===== config.mk =====
export PLATFORM = sky130hd
export DESIGN_NAME = conv_enc_frame_ctrl_flat
export DESIGN_NICKNAME = d
export VERILOG_FILES = /design/src/rtl/conv_enc_frame_ctrl_if.sv /design/src/rtl/conv_enc_frame_ctrl.sv /design/src/flat_wrapper.sv
export SDC_FILE = /design/constraint.sdc
export NUM_CORES = 1
export LEC_CHECK = 0
export CORE_MARGIN = 5
export CORE_UTILIZATION = 48
export CTS_CLUSTER_SIZE = 16
export DETAILED_ROUTE_END_ITERATION = 10
export PLACE_DENSITY_LB_ADDON = 0.2
export SETUP_SLACK_MARGIN = 0.02
export SLEW_MARGIN = 20
export SYNTH_ARGS = -nofsm -noshare
export SYNTH_HDL_FRONTEND = slang
export SYNTH_SLANG_ARGS = --single-unit

===== constraint.sdc =====
create_clock -name clk -period 5.7 [get_ports clk]
set_input_delay 0.855 -clock clk [delete_from_list [all_inputs] [get_ports clk]]
set_output_delay 0.855 -clock clk [all_outputs]
set_load 0.02 [all_outputs]

===== src/rtl/conv_enc_frame_ctrl_if.sv =====
// Bundle of the frame controller's command, status, byte-stream and encoder
// signals.
// - master: the side that issues commands, supplies bytes and owns encoder ready.
// - slave:  the frame controller itself.
interface conv_enc_frame_ctrl_if #(
    parameter int K     = 3,
    parameter int LEN_W = 16
);
    // Command and status
    logic               start;
    logic [LEN_W-1:0]   frame_len;
    logic [K-2:0]       seed;
    logic               abort;
    logic               busy;
    logic               done;
    logic               aborted;

    // Upstream byte stream
    logic               in_valid;
    logic               in_ready;
    logic [7:0]         in_byte;

    // Encoder bit stream
    logic               enc_seed_load;
    logic [K-2:0]       enc_seed_value;
    logic               enc_in_valid;
    logic               enc_in_ready;
    logic               enc_in_bit;
    logic               enc_in_last;
    logic [LEN_W+2:0]   bit_count;

    modport master (
        output start, frame_len, seed, abort, in_valid, in_byte, enc_in_ready,
        input  busy, done, aborted, in_ready, enc_seed_load, enc_seed_value,
               enc_in_valid, enc_in_bit, enc_in_last, bit_count
    );

    modport slave (
        input  start, frame_len, seed, abort, in_valid, in_byte, enc_in_ready,
        output busy, done, aborted, in_ready, enc_seed_load, enc_seed_value,
               enc_in_valid, enc_in_bit, enc_in_last, bit_count
    );
endinterface


===== src/rtl/conv_enc_frame_ctrl.sv =====
// Frame sequencer for the rate-1/2 convolutional encoder.
// Per frame it performs these steps in order:
// - Loads the encoder seed.
// - Serialises frame_len payload bytes LSB-first into the encoder.
// - Appends K-1 zero tail bits to terminate the trellis.
// - Pulses done.
// All outputs are decoded from registers, so nothing on the slave side
// depends combinationally on the inputs.
module conv_enc_frame_ctrl #(
    parameter int K     = 3,
    parameter int LEN_W = 16
) (
    input  logic                 clk,
    input  logic                 rst_n,
    conv_enc_frame_ctrl_if.slave bus
);
    localparam int M    = K - 1;
    localparam int BC_W = LEN_W + 3;
    localparam int TW   = (M > 1) ? $clog2(M) : 1;

    localparam logic [BC_W-1:0]  BC_ONE    = BC_W'(1);
    localparam logic [LEN_W-1:0] LEN_ONE   = LEN_W'(1);
    localparam logic [TW-1:0]    TAIL_ONE  = TW'(1);
    localparam logic [TW-1:0]    TAIL_LAST = TW'(M - 1);

    typedef enum logic [2:0] {
        S_IDLE,
        S_SEED,
        S_PAYLOAD,
        S_TAIL,
        S_DONE
    } state_t;

    state_t            state_reg;
    logic [LEN_W-1:0]  len_reg;
    logic [M-1:0]      seed_reg;
    logic [LEN_W-1:0]  bytes_rem_reg;
    logic [7:0]        buf_reg;
    logic              buf_full_reg;
    logic [2:0]        bit_idx_reg;
    logic [TW-1:0]     tail_cnt_reg;
    logic [BC_W-1:0]   bit_count_reg;
    logic              aborted_reg;

    logic enc_valid;
    logic enc_bit;
    logic enc_last;
    logic in_rdy;
    logic enc_fire;
    logic in_fire;

    // Encoder-side presentation: a payload bit while the byte buffer holds data,
    // a zero while in the tail.
    assign enc_valid = ((state_reg == S_PAYLOAD) && buf_full_reg) || (state_reg == S_TAIL);
    assign enc_bit   = (state_reg == S_PAYLOAD) && buf_full_reg && buf_reg[bit_idx_reg];
    assign enc_last  = (state_reg == S_TAIL) && (tail_cnt_reg == TAIL_LAST);

    // Ask for a new byte only when the buffer is drained and more are owed.
    assign in_rdy    = (state_reg == S_PAYLOAD) && !buf_full_reg && (bytes_rem_reg != '0);

    assign enc_fire  = enc_valid && bus.enc_in_ready;
    assign in_fire   = in_rdy && bus.in_valid;

    assign bus.busy           = (state_reg != S_IDLE);
    assign bus.done           = (state_reg == S_DONE);
    assign bus.aborted        = aborted_reg;
    assign bus.in_ready       = in_rdy;
    assign bus.enc_seed_load  = (state_reg == S_SEED);
    assign bus.enc_seed_value = seed_reg;
    assign bus.enc_in_valid   = enc_valid;
    assign bus.enc_in_bit     = enc_bit;
    assign bus.enc_in_last    = enc_last;
    assign bus.bit_count      = bit_count_reg;

    // Frame state machine with byte buffer, bit index, tail counter and bit counter.
    always_ff @(posedge clk) begin
        if (!rst_n) begin
            state_reg     <= S_IDLE;
            len_reg       <= '0;
            seed_reg      <= '0;
            bytes_rem_reg <= '0;
            buf_reg       <= '0;
            buf_full_reg  <= 1'b0;
            bit_idx_reg   <= '0;
            tail_cnt_reg  <= '0;
            bit_count_reg <= '0;
            aborted_reg   <= 1'b0;
        end else begin
            aborted_reg <= 1'b0;

            // Every accepted bit counts, including one accepted alongside an abort.
            if (enc_fire) begin
                bit_count_reg <= bit_count_reg + BC_ONE;
            end

            case (state_reg)
                S_IDLE: begin
                    if (bus.start) begin
                        len_reg       <= bus.frame_len;
                        seed_reg      <= bus.seed;
                        bytes_rem_reg <= bus.frame_len;
                        bit_count_reg <= '0;
                        buf_full_reg  <= 1'b0;
                        bit_idx_reg   <= '0;
                        tail_cnt_reg  <= '0;
                        state_reg     <= S_SEED;
                    end
                end

                S_SEED: begin
                    state_reg <= (len_reg != '0) ? S_PAYLOAD : S_TAIL;
                end

                S_PAYLOAD: begin
                    // Capture and drain are exclusive: ready needs an empty
                    // buffer, valid needs a full one.
                    if (in_fire) begin
                        buf_reg       <= bus.in_byte;
                        buf_full_reg  <= 1'b1;
                        bytes_rem_reg <= bytes_rem_reg - LEN_ONE;
                        bit_idx_reg   <= '0;
                    end
                    if (enc_fire) begin
                        bit_idx_reg <= bit_idx_reg + 3'd1;
                        if (bit_idx_reg == 3'd7) begin
                            buf_full_reg <= 1'b0;
                            if (bytes_rem_reg == '0) begin
                                state_reg <= S_TAIL;
                            end
                        end
                    end
                end

                S_TAIL: begin
                    if (enc_fire) begin
                        if (enc_last) begin
                            state_reg <= S_DONE;
                        end else begin
                            tail_cnt_reg <= tail_cnt_reg + TAIL_ONE;
                        end
                    end
                end

                S_DONE: begin
                    state_reg <= S_IDLE;
                end

                default: begin
                    state_reg <= S_IDLE;
                end
            endcase

            // Abort overrides whatever the frame was about to do.
            if (bus.abort && (state_reg != S_IDLE)) begin
                state_reg    <= S_IDLE;
                buf_full_reg <= 1'b0;
                aborted_reg  <= 1'b1;
            end
        end
    end
endmodule

===== src/flat_wrapper.sv =====
// flat-port wrapper written by rule: the top's interface ports become plain ports
module conv_enc_frame_ctrl_flat 
#(
    parameter int K     = 3,
    parameter int LEN_W = 16
)
  (clk, rst_n, bus_start, bus_frame_len, bus_seed, bus_abort, bus_in_valid, bus_in_byte, bus_enc_in_ready, bus_busy, bus_done, bus_aborted, bus_in_ready, bus_enc_seed_load, bus_enc_seed_value, bus_enc_in_valid, bus_enc_in_bit, bus_enc_in_last, bus_bit_count);
  conv_enc_frame_ctrl_if #(.K(K), .LEN_W(LEN_W)) bus_i ();
  input  logic clk;
  input  logic rst_n;
  input wire logic [$bits(bus_i.start)-1:0] bus_start;
  input wire logic [$bits(bus_i.frame_len)-1:0] bus_frame_len;
  input wire logic [$bits(bus_i.seed)-1:0] bus_seed;
  input wire logic [$bits(bus_i.abort)-1:0] bus_abort;
  input wire logic [$bits(bus_i.in_valid)-1:0] bus_in_valid;
  input wire logic [$bits(bus_i.in_byte)-1:0] bus_in_byte;
  input wire logic [$bits(bus_i.enc_in_ready)-1:0] bus_enc_in_ready;
  output wire logic [$bits(bus_i.busy)-1:0] bus_busy;
  output wire logic [$bits(bus_i.done)-1:0] bus_done;
  output wire logic [$bits(bus_i.aborted)-1:0] bus_aborted;
  output wire logic [$bits(bus_i.in_ready)-1:0] bus_in_ready;
  output wire logic [$bits(bus_i.enc_seed_load)-1:0] bus_enc_seed_load;
  output wire logic [$bits(bus_i.enc_seed_value)-1:0] bus_enc_seed_value;
  output wire logic [$bits(bus_i.enc_in_valid)-1:0] bus_enc_in_valid;
  output wire logic [$bits(bus_i.enc_in_bit)-1:0] bus_enc_in_bit;
  output wire logic [$bits(bus_i.enc_in_last)-1:0] bus_enc_in_last;
  output wire logic [$bits(bus_i.bit_count)-1:0] bus_bit_count;
  assign bus_i.start = bus_start;
  assign bus_i.frame_len = bus_frame_len;
  assign bus_i.seed = bus_seed;
  assign bus_i.abort = bus_abort;
  assign bus_i.in_valid = bus_in_valid;
  assign bus_i.in_byte = bus_in_byte;
  assign bus_i.enc_in_ready = bus_enc_in_ready;
  assign bus_busy = bus_i.busy;
  assign bus_done = bus_i.done;
  assign bus_aborted = bus_i.aborted;
  assign bus_in_ready = bus_i.in_ready;
  assign bus_enc_seed_load = bus_i.enc_seed_load;
  assign bus_enc_seed_value = bus_i.enc_seed_value;
  assign bus_enc_in_valid = bus_i.enc_in_valid;
  assign bus_enc_in_bit = bus_i.enc_in_bit;
  assign bus_enc_in_last = bus_i.enc_in_last;
  assign bus_bit_count = bus_i.bit_count;
  conv_enc_frame_ctrl #(.K(K), .LEN_W(LEN_W)) u_core (.clk(clk), .rst_n(rst_n), .bus(bus_i));
endmodule

==> impl_summary.txt <==
----------------------------------------------------
[Power and ir drop]
  Clock network fraction of total power ... 32.2%
  Max IR drop VDD ... 0.232 mV
  Relative contribution of sequential cells to total power ... 35.9%
  Total power ... 0.00173 W
  Comb power frac ... 31.8%
  Internal power ... 0.00111 W
  Leak Pwr ... 1.49 nW
  Switching share of power ... roughly 35%
  Power density relative to cell area ... 406 mW/mm^2
  Psw ... 0.000612 W

[Job]
  Number of max-cap violations ... 0

[Cells and area]
  Max reg flops ... 19
  Fraction of final layout cells sized beyond drive strength 1 ... between 5 and 6%
  Total non-filler cell area in the finished layout ... 0.00425 sq mm
  Fill cell instance count of the final layout ... 630
  Net count of the finished layout ... 520
  Final Instance Count excl. Fillers ... 584
  Antenna cells ... 0
  Layout overhead on the synthesized area ... 26.8%

[STA]
  Worst Slack Setup Final ... 2.31 ns
  Endpoints failing setup ... 0
  Max-slew headroom ... 35.4%
  Final slew viol count ... 0
  Minimum period implied by the final worst setup slack ... 3.39 ns
  RSZ-0062 raised after global routing ... false
  Maximum clock frequency ... 295 MHz
  Final count of hold timing violations ... 0
  Final Cycle Share ... 59.5%
  Actual slew at the worst max-slew pin ... a little under 1 ns
  Setup TNS ... 0 ns
  Maximum clock skew at final layout ... 0.00965 ns

[Yosys]
  Post-synth cell types ... 46
  Share of Yosys cell area claimed by the top area cell type ... 41.8%
  Share of flip-flops with an asynchronous set or reset ... 0%
  Dominant cell type by area after synthesis ... sky130_fd_sc_hd__dfxtp_1
  Nets in the synthesized netlist ... 476
  EDFF count, synth ... 0
  Cell area after technology mapping ... 0.00335 sq mm
  Flops & latches, synth ... 70
  Main flop type after synthesis ... sky130_fd_sc_hd__dfxtp_1
  Top post-synthesis cells by area ... sky130_fd_sc_hd__dfxtp_1, sky130_fd_sc_hd__a21oi_1, sky130_fd_sc_hd__nand2_1, sky130_fd_sc_hd__o21ai_0, sky130_fd_sc_hd__nor2_1
  Sequential share of the synthesized area ... 41.8%
  Cell count after synthesis ... 439
  Synthesized area per cell ... about 7.6 sq um
  Number of warnings reported in the yosys synthesis log ... 0

[Placement]
  Placed Area ... 0.00397 sq mm
  DP HPWL ... 5970 um
  Worst slack at placement ... about 2.5 ns
  Routability cong. ... 0.828
  Buffers on Ports ... 60
  Placed instance count ... 568

[Routing]
  Total detailed-routing wirelength ... 8810 um
  Post-detailed-route count of antenna-violating nets ... 0
  Count of routing violations after the opening detailed-route iteration ... 211
  Vias ... 3323
  Length of the first detailed-routing pass in iterations ... 4
  Average via count per standard cell ... ~5.7
  Number of remaining DRC errors ... 0
  Drt wl/cell ... approximately 15 um

[Floorplanning]
  Area of the die ... about 0.0088 sq mm
  Starting Density ... 49.4%
  Vertical die dimension ... roughly 94 um
  Core area ... 0.00679 sq mm
  I/O pin cnt ... 61
  Horizontal die dimension ... 93.6 um
  Number of cell rows ... 30

[Status]
  Result of the run ... finished clean

[Min path]
  Type of the tightest min-delay check ... reg2reg

[GRT]
  Via count of the first global-routing pass ... 3126
  Number of antenna violations at the first check in global routing ... 0
  Congestion Overflow GR ... 0
  Global-route wire length before repair ... 14700 um
  Pin count of the biggest net entering global routing ... 47
  Total GRT Usage ... 20.9%

[CTS]
  Number of hold buffers added after cts ... 0
  Clock Latency Late Sink ... around 0.35 ns
  Clock slew at reported path FFs ... around 0.08 ns
  TritonCTS sink count ... 70
  TritonCTS clock tree ... yes
  Clock root cell ... sky130_fd_sc_hd__clkbuf_8
  Number of post-CTS setup repair buffers ... 0
  Bufs on Longest Clock Path ... 2
  Depth of the CTS H-tree ... 3
  Count of instances resized after the clock tree is built ... 0
  Number of buffers added by the clock tree synthesis step ... 9

[Worst setup path]
  Required time at the worst-slack endpoint ... a little under 5 ns
  Endpoint type of the worst setup path ... output pin
  Crit-path max FO ... 13
  Setup Crit Path Kind ... reg2out
  Startpoint type of the worst setup path ... flop
  Crit path arrival time ... 2.54 ns

----------------------------------------------------
[kinds of logic (layout without fill, tap and decap cells)]
group | after synthesis | after routing | share of synthesized area, %
XOR/XNOR | 11 | 11 | 2.87
AND/OR/NAND/NOR | 195 | 195 | 27.8
flip-flops | 70 | 70 | 41.8
AO/OA/AOI/OAI | 115 | 115 | 19.1
multiplexers | 4 | 4 | 1.98
buffers and inverters | 39 | 88 | 4.66
adder cells (fa/ha/maj) | 5 | 5 | 1.86
[final timing paths]
kind	cells past startpoint	slack [ns]	end	from
max	4	2.31	bus_in_ready	u_core.bytes_rem_reg[6]
max reg2reg	5	2.84	u_core.bytes_rem_reg[9]	u_core.bytes_rem_reg[6]
min	2	0.46	u_core.bus.enc_seed_value[0]	u_core.bus.enc_seed_value[0]
min reg2reg	2	0.46	u_core.bus.enc_seed_value[0]	u_core.bus.enc_seed_value[0]
[cells in the final DEF, fill, tap and decap left out, drive strengths merged, types with 4 or more instances in the layout]
cell type and count:
clkdlybuf4s50 60, and3 5, o21ai 29, xnor2 10
clkbuf 11, bufinv 4, or3 10, nor3 12
ha 5, nand3 20, a21o 7, nor4 16
inv 11, nand2 80, dfxtp 70, nor2 32
a21oi 61
[synthesized netlist by cell type (2+ instances only)]
cell type	count
sky130_fd_sc_hd__a22oi_1	3
sky130_fd_sc_hd__a21o_1	7
sky130_fd_sc_hd__clkbuf_1	21
sky130_fd_sc_hd__mux4_2	2
sky130_fd_sc_hd__nand3_1	19
sky130_fd_sc_hd__nor2_1	32
sky130_fd_sc_hd__o22ai_1	2
sky130_fd_sc_hd__buf_2	4
sky130_fd_sc_hd__o211ai_1	3
sky130_fd_sc_hd__dfxtp_1	70
sky130_fd_sc_hd__nand4_1	3
sky130_fd_sc_hd__or3_1	9
sky130_fd_sc_hd__or4_1	3
sky130_fd_sc_hd__ha_1	5
sky130_fd_sc_hd__inv_1	10
sky130_fd_sc_hd__nand2b_1	2
sky130_fd_sc_hd__o31ai_1	3
sky130_fd_sc_hd__o21a_1	2
sky130_fd_sc_hd__a21oi_1	61
sky130_fd_sc_hd__nor3b_1	3
sky130_fd_sc_hd__xnor2_1	10
sky130_fd_sc_hd__and3_1	5
sky130_fd_sc_hd__nand2_1	80
sky130_fd_sc_hd__o32ai_1	2
sky130_fd_sc_hd__or3b_2	2
sky130_fd_sc_hd__nor3_1	11
sky130_fd_sc_hd__nor4_1	16
sky130_fd_sc_hd__and4_1	3
sky130_fd_sc_hd__o21ai_0	29
[per-stage QoR]
stage	util (%)	hold slack [ns]
4_1_cts	62.5	0.458
5_1_grt	62.6	0.489
6_report	62.6	0.460
3_5_place_dp	58.4	0.448
2_1_floorplan	-	0.436
3_3_place_gp	58.4	0.443
[layout make-up]
cell class | count | area [sq um] | area share (%)
clock buffer | 11 | 151 | 3.56
clock inverter | 5 | 129 | 3.03
sequential | 70 | 1400 | 33.0
tap | 96 | 120 | 2.82
timing repair buffer | 61 | 608 | 14.3
inverter | 11 | 41.3 | 0.971
multi-input combinational | 330 | 1800 | 42.4
[critical path, cell delays in order (launching register included)]
cell and delay, ns:
sky130_fd_sc_hd__dfxtp_1 0.38, sky130_fd_sc_hd__nor4_1 0.54, sky130_fd_sc_hd__and4_1 0.61, sky130_fd_sc_hd__nor4_1 0.10
sky130_fd_sc_hd__clkdlybuf4s50_1 0.56
[power by group through the flow]
stage / clock [W] / combinational [W] / sequential, W
after global placement: 0 / 0.000530 / 0.000625
after detailed placement: 0 / 0.000537 / 0.000627
after floorplan: 0 / 0.000417 / 0.000606
after CTS: 0.000562 / 0.000541 / 0.000618
after global routing: 0.000583 / 0.000616 / 0.000630
final: 0.000556 / 0.000550 / 0.000620
[layer usage]
layer	GRT usage (%)	vias up	wire, um
met3	4.99	13	475
met1	27.2	1594	4150
met5	0	-	0
met2	33.4	87	4060
met4	8.66	0	126
li1	-	1629	-
No activity file was read; power rests on OpenSTA's default activity.
